## config.mk

```make
export PLATFORM = sky130hd
export DESIGN_NAME = frame_writer
export DESIGN_NICKNAME = d
export VERILOG_FILES = /design/src/rtl/frame_writer.sv
export SDC_FILE = /design/constraint.sdc
export NUM_CORES = 1
export LEC_CHECK = 0
export CORE_ASPECT_RATIO = 0.5
export CORE_MARGIN = 5
export CORE_UTILIZATION = 55
export CTS_BUF_LIST = sky130_fd_sc_hd__clkbuf_8 sky130_fd_sc_hd__clkbuf_16
export CTS_CLUSTER_SIZE = 24
export DETAILED_ROUTE_END_ITERATION = 10
export DONT_BUFFER_PORTS = 1
export PLACE_DENSITY_LB_ADDON = 0.05
export SYNTH_ARGS = -nofsm -noshare
export SYNTH_HDL_FRONTEND = slang
export SYNTH_SLANG_ARGS = --single-unit
```

## constraint.sdc

```tcl
create_clock -name clk -period 2.3 [get_ports clk]
set_input_delay 0.46 -clock clk [delete_from_list [all_inputs] [get_ports clk]]
set_output_delay 0.46 -clock clk [all_outputs]
set_load 0.05 [all_outputs]
```

## src/rtl/frame_writer.sv

```systemverilog
// Streams 16-bit pixel words into a byte-wide frame RAM, high byte first.
// Each accepted word becomes two consecutive registered byte writes.
module frame_writer #(
    parameter int DEPTH  = 307200,
    parameter int ADDR_W = 19,
    parameter int DATA_W = 16
) (
    input  logic              clk,
    input  logic              rst_n,
    input  logic              start,
    input  logic              abort,
    input  logic              s_valid,
    input  logic [DATA_W-1:0] s_data,
    output logic              s_ready,
    output logic              mem_we,
    output logic [ADDR_W-1:0] mem_addr,
    output logic [7:0]        mem_wdata,
    output logic              busy,
    output logic              done
);

    typedef enum logic [1:0] {IDLE, LOAD, LOW, FIN} state_t;

    localparam logic [ADDR_W-1:0] LAST = ADDR_W'(DEPTH - 1);

    state_t            state, state_nx;
    logic [ADDR_W-1:0] cnt, cnt_nx, addr_nx, cnt_inc;
    logic [7:0]        lo_hold, lo_nx, wdata_nx;
    logic              we_nx, done_nx;

    always_ff @(posedge clk or negedge rst_n) begin
        if (!rst_n) begin
            state     <= IDLE;
            cnt       <= '0;
            lo_hold   <= '0;
            mem_we    <= 1'b0;
            mem_addr  <= '0;
            mem_wdata <= '0;
            done      <= 1'b0;
            busy      <= 1'b0;
        end else begin
            state     <= state_nx;
            cnt       <= cnt_nx;
            lo_hold   <= lo_nx;
            mem_we    <= we_nx;
            mem_addr  <= addr_nx;
            mem_wdata <= wdata_nx;
            done      <= done_nx;
            busy      <= (state_nx != IDLE);
        end
    end

    assign s_ready = (state == LOAD);
    assign cnt_inc = cnt + ADDR_W'(1);

    // abort is tested first in every busy state so it overrides accept and the LOW/FIN moves
    always_comb begin
        state_nx = state;
        cnt_nx   = cnt;
        lo_nx    = lo_hold;
        we_nx    = 1'b0;
        addr_nx  = mem_addr;
        wdata_nx = mem_wdata;
        done_nx  = 1'b0;
        case (state)
            IDLE: begin
                if (start && !abort) begin
                    state_nx = LOAD;
                    cnt_nx   = '0;
                end
            end
            LOAD: begin
                if (abort) begin
                    state_nx = IDLE;
                end else if (s_valid) begin
                    we_nx    = 1'b1;
                    addr_nx  = cnt;
                    wdata_nx = s_data[15:8];
                    lo_nx    = s_data[7:0];
                    state_nx = LOW;
                end
            end
            LOW: begin
                if (abort) begin
                    state_nx = IDLE;
                end else begin
                    we_nx    = 1'b1;
                    addr_nx  = cnt_inc;
                    wdata_nx = lo_hold;
                    if (cnt_inc == LAST) begin
                        state_nx = FIN;
                    end else begin
                        cnt_nx   = cnt + ADDR_W'(2);
                        state_nx = LOAD;
                    end
                end
            end
            FIN: begin
                state_nx = IDLE;
                done_nx  = !abort;
            end
            default: state_nx = IDLE;
        endcase
    end

endmodule

```

==> Yosys cells after proc, flatten, opt, wreduce, memory -nomap -nowiden <==
Index checks and enable logic that the tools add are counted.
{ "totals": {"regBits": 59, "latch_bits": 0, "mem_bits_rw": 0, "rom_bits": 0, "elab_cells": 52, "n_memories": 0} }
{ "classes": {"n_addsub": 2, "n_mul": 0, "div": 0, "n_lt_le_gt_ge": 0, "n_eq_ne": 9, "shift": 0, "muxes": 23, "bitwise_logic": 1, "reduce_logical": 9} }
{ "ops": {"columns": ["operator", "count"], "rows": [
  ["2-to-1 mux 19 bit", 6],
  ["one-hot mux 19 bit (2 select lines)", 2],
  ["2-to-1 mux 8 bit", 3],
  ["adder 19 x 1 -> 19 bit (second input constant)", 1],
  ["adder 19 x 2 -> 19 bit (second input constant)", 1],
  ["== test 19 bit (second input constant)", 1],
  ["one-hot mux 8 bit (2 select lines)", 1],
  ["2-to-1 mux 2 bit", 5],
  ["inequality test 2 bit (second input constant)", 5],
  ["one-hot mux 2 bit (4 select lines)", 1],
  ["AND reduction 4 bit", 2],
  ["nonzero test 2 bit", 3],
  ["== test 2 bit (second input constant)", 2],
  ["2-to-1 mux 1 bit", 4],
  ["AND reduction 3 bit", 1],
  ["== test 2 x 1 -> 1 bit (second input constant)", 1],
  ["zero test 2 bit", 1],
  ["one-hot mux 1 bit (2 select lines)", 1],
  ["logical AND 1 bit", 1],
  ["zero test 1 bit", 1],
  ["NOT 1 bit", 1]
]} }

==> Depth between registers and ports, before layout <==
{ "logic_depth": {"depth_word": 6, "mapped_depth": 10, "mapped_depth_nobuf": 7} }

==> Worst setup path after synthesis <==
Ideal clock, no wire load.
{ "synth_path": {"path_kind": "reg-to-reg", "startpoint": "register state[1]", "endpoint": "register mem_addr[10]", "setup_ps": 125, "arrival_ps": 2175, "slack_ps": 0, "path_stages_with_launch": 7, "path_buffers": 1, "period_less_slack_ps": 2300, "path_cell_list": "dfrtp_1 -> inv_1 -> ha_1 -> mux2i_1 -> nor2_1 -> clkbuf_1 -> mux2_2"} }
{ "synth_between": {"elab_chain_len": 3, "word_cells_on_any_way": 8} }
{ "synth_rtl": {"columns": ["element", "line_no", "rtl"], "rows": [
  ["start: declaration", "26", "state_t state, state_nx;"],
  ["start signal: assignment", "42", "state <= state_nx;"],
  ["== test 2 x 1 -> 1 bit *", null, null],
  ["via s_ready", "14", "output logic s_ready,"],
  ["inequality test 2 bit (no source line) or nonzero test 2 bit (tied branches)", null, null],
  ["AND reduction 4 bit (no source line)", null, null],
  ["end signal: assignment", "46", "mem_addr <= addr_nx;"],
  ["end: declaration", "16", "output logic [ADDR_W-1:0] mem_addr,"]
]} }
Mark *: on every way through the listed nets, which the timed path passes. The rest lies on a longest branch.
A chain may end at the register's enable or synchronous reset.

==> Final worst setup path <==
{ "layout_path": {"startpoint": "register cnt[4]", "endpoint": "register cnt[18]"} }
{ "layout_between": {"elab_chain_len": 4, "word_cells_on_any_way": 8} }
{ "layout_rtl": {"columns": ["element", "line_no", "rtl"], "rows": [
  ["start: declaration", "27", "logic [ADDR_W-1:0] cnt, cnt_nx, addr_nx, cnt_inc;"],
  ["start signal: assignment", "43", "cnt <= cnt_nx;"],
  ["adder 19 x 1 -> 19 bit or adder 19 x 2 -> 19 bit (tied branches)", "54, 93", null],
  ["== test 19 bit or 2-to-1 mux 19 bit (tied branches)", "90", "if (cnt_inc == LAST) begin"],
  ["inequality test 2 bit (no source line) or 2-to-1 mux 19 bit (tied branches)", null, null],
  ["AND reduction 4 bit (no source line) or one-hot mux 19 bit (2 select lines) (tied branches)", null, null]
]} }
Several ways; a longest one is shown, not always the timed one. The select of a mux whose other input is x is not followed.

==> summary.md <==
| Metric | Value |
|---|---|
| Initial Util | `56.5%` |
| Drt initial violations | `between 100 and 150` |
| Die area | `roughly 0.0066 mm²` |
| Final setup vio count | `0` |
| Die width | `110 µm` |
| DP HPWL | `3970 µm` |
| Leak | `0.00141 µW` |
| CTS Buffer Depth | `2` |
| Clk pin slew, worst setup/hold paths | `70 ps` |
| Top Ports | `52` |
| First-pass GRT wire length | `10000 µm` |
| M2 GR Usage | `between 20 and 30%` |
| Final min period | `2180 ps` |
| Achievable Freq | `between 400 and 500 MHz` |
| Design Area, Final | `0.00318 mm²` |
| PortBufs | `0` |
| Sequential share of power | `51.4%` |
| CTS Buf Count | `9` |
| PwrDens | `1080 mW/mm²` |
| Number of global-route vias before repair | `2060` |
| Run status | `complete, no violations` |
| RSZ-0062 raised after global routing | `no` |
| Syn Nets | `280` |
| Share of layout cells above drive strength 1 | `23.9%` |
| Post CTS Setup Buffer Count | `0` |
| Crit-path slowest cell | `or4_4` |
| Cell Area, Synth | `0.00276 mm²` |
| Placed Area | `0.00292 mm²` |
| Area delta synth->final | `15.2%` |
| WS Path Type | `reg2reg` |
| Required time of the critical path | `2570 ps` |
| Crit-path max cell delay | `570 ps` |
| Crit path capture type | `register` |
| Primary FF master, synth | `dfrtp_1` |
| Largest net degree at the start of global routing | `a little under 60` |
| Synth Warn # | `0` |
| Final core occ | `65.1%` |
| Tcrit/Tclk final | `94.8%` |
| Yosys cell types | `39` |
| Worst Clk Skew | `6.94 ps` |
| Hold Violations, Final | `0` |
| EDFF count, synth | `0` |
| Clock sink count | `58` |
| Core Rows | `18` |
| Via/cell ratio | `5.68` |
| Worst-Margin Slew | `511 ps` |
| Slew headroom | `65.9%` |
| CP Launch Type | `register` |
| #FFs+latches synth | `58` |
| Slew Limit Fails | `0` |
| M3 GR Usage | `9.49%` |
| Crit path cell chain | `nand4_2 > or4_4 > or3_1 > or4b_1 > nand3_1` |
| Hold crit path type | `in2reg` |
| Post-Route WL | `5730 µm` |
| CTS tree | `yes` |
| Crit path DAT | `2460 ps` |
| ANT cells | `0` |
| Routed Antenna Nets | `0` |
| Drt first pass iters | `4` |
| Core box area | `0.00489 mm²` |
| GR peak layer | `met2` |
| GR Util met1 | `~27%` |
| Chip height | `60.1 µm` |
| Logic gate share of total power | `between 10% and 20%` |
| Clk Latency, worst-skew pair | `between 300 and 400 ps` |
| Clock power frac | `30.0%` |
| Internal power | `2150 µW` |
| Setup slack, reg-to-reg | `120 ps` |
| Cells after Synth | `254` |
| Routed length per placed instance | `about 17 µm` |
| CTS H-tree lvls | `3` |
| Peak supply drop | `approximately 790 µV` |
| NetSw | `around 1300 µW` |
| Syn avg cell area | `10.9 µm²` |
| Part of the Yosys area used for sequential elements | `52.6%` |
| Asr flop ratio synth | `100%` |
| Net Sw Frac | `37.4%` |
| Post-layout net count | `between 200 and 300` |
| TNS Setup | `0 ps` |
| Remaining Overflow, GRT | `0` |
| CTS Root Cell | `clkbuf_8` |
| Maximum Capacitance Violations | `0` |
| Global placement routability congestion | `0.940` |
| CP max FO | `6` |
| Total GRT Usage | `20.2%` |
| Initial antenna violation count | `0` |
| DRC viols | `0` |
| Vias | `1965` |
[cell type report]
class,instances,area (µm²)
flip-flops and latches,58,1450
well taps,70,87.6
clock buffers,10,138
multi-input cells,178,1240
clock inverters,6,81.3
fillers,409,1710
inverters,6,22.5
repair buffers,18,158
[stage by stage]
stage                     hold slack [ps]  power, µW  setup slack (ps)  std cells
final                                 178       3430               119        346
after global routing                  166       3630             0.950        346
after CTS                             164       3460               112        346
after floorplan                       164       2230           0.00222        254
after detailed placement              166       2400               155        328
after global placement                166       2370               193        328
[final timing paths]
| path | to | depth (start not counted) | startpoint |
|---|---|---|---|
| max | cnt[18]$_DFFE_PN0P_ | 5 | cnt[4]$_DFFE_PN0P_ |
| min | done$_DFF_PN0_ | 1 | abort |
| max reg2reg | cnt[18]$_DFFE_PN0P_ | 5 | cnt[4]$_DFFE_PN0P_ |
| min reg2reg | lo_hold[6]$_DFFE_PN0P_ | 1 | lo_hold[6]$_DFFE_PN0P_ |
| max in group asynchronous | lo_hold[1]$_DFFE_PN0P_ | 2 | rst_n |
| min in group asynchronous | mem_addr[6]$_DFFE_PN0P_ | 2 | rst_n |
[worst max-delay path: cells and delay by family, from the launching register on]
kind	cells	cell delay, ps
DFF	1	440
and+or+nand+nor	5	1680
[registers in the layout (all words and copies together) (netlist names)]
name,flops
mem_we,1
mem_addr,19
done,1
cnt,18
state,2
mem_wdata,8
busy,1
lo_hold,8
[cell usage after synthesis, drive strengths merged, types with 2 or more instances]
library cell	n	share of area (%)
a21o	3	0.82
and2	4	0.91
or4b	3	1.1
ha	5	2.3
nand2	25	3.4
buf	3	0.54
or2	3	0.68
o21ai	13	2.4
o21a	2	0.54
nor3	3	0.54
nor2	16	2.2
dfrtp	58	53
mux2	27	11
nand2b	4	0.91
clkbuf	9	1.2
o211ai	2	0.54
nor2b	6	1.4
a21oi	10	1.8
inv	6	0.82
nor4b	2	0.64
o31ai	7	1.9
mux2i	9	3.3
or4	3	0.95
nand4	4	1.4
o41ai	2	0.64
nand3	16	2.9
[cell families after synthesis]
| kind of cell | count (synthesis) | synth area share, % |
|---|---|---|
| compound gates | 45 | 10.5 |
| fa+ha+maj | 5 | 2.27 |
| buf+inv | 18 | 2.58 |
| flops | 58 | 52.6 |
| mux | 36 | 14.3 |
| simple gates | 92 | 17.7 |
[cells in the final DEF, fill, tap and decap left out, drive strengths merged, types with 2 or more instances in the layout]
cell    netlist  final
dfrtp        58     58
mux2         27     27
nand2        25     25
buf           3     17
nand3        16     16
nor2         16     16
o21ai        13     13
a21oi        10     10
clkbuf        9     10
mux2i         9      9
inv           6      7
o31ai         7      7
nor2b         6      6
ha            5      5
nand2b        4      4
and2          4      4
nand4         4      4
nor3          3      3
or4b          3      3
or2           3      3
a21o          3      3
or4           3      3
o211ai        2      2
nor4b         2      2
o41ai         2      2
o21a          2      2
clkinv        0      2
bufinv        0      2
[timing repair]
item / CTS / global route
hold endpoints to repair: 58 / 0
endpoints found under the setup margin: 0 / 6
gates resized for setup: 0 / 2
hold buffers: 2 / 0
[per-layer routing]
layer  wire, µm  vias up
li1           -      944
met4         62        0
met3        516        8
met1       2650      945
met2       2510       68
met5          0        -
[power by group through the flow]
stage | Sequential, µW | Clock [µW] | Combinational [µW]
final | 1760 | 1030 | 640
after global routing | 1800 | 1110 | 720
after CTS | 1770 | 1050 | 645
after detailed placement | 1780 | 0 | 617
after global placement | 1770 | 0 | 593
after floorplan | 1730 | 0 | 498
No activity file was read; power rests on OpenSTA's default activity.
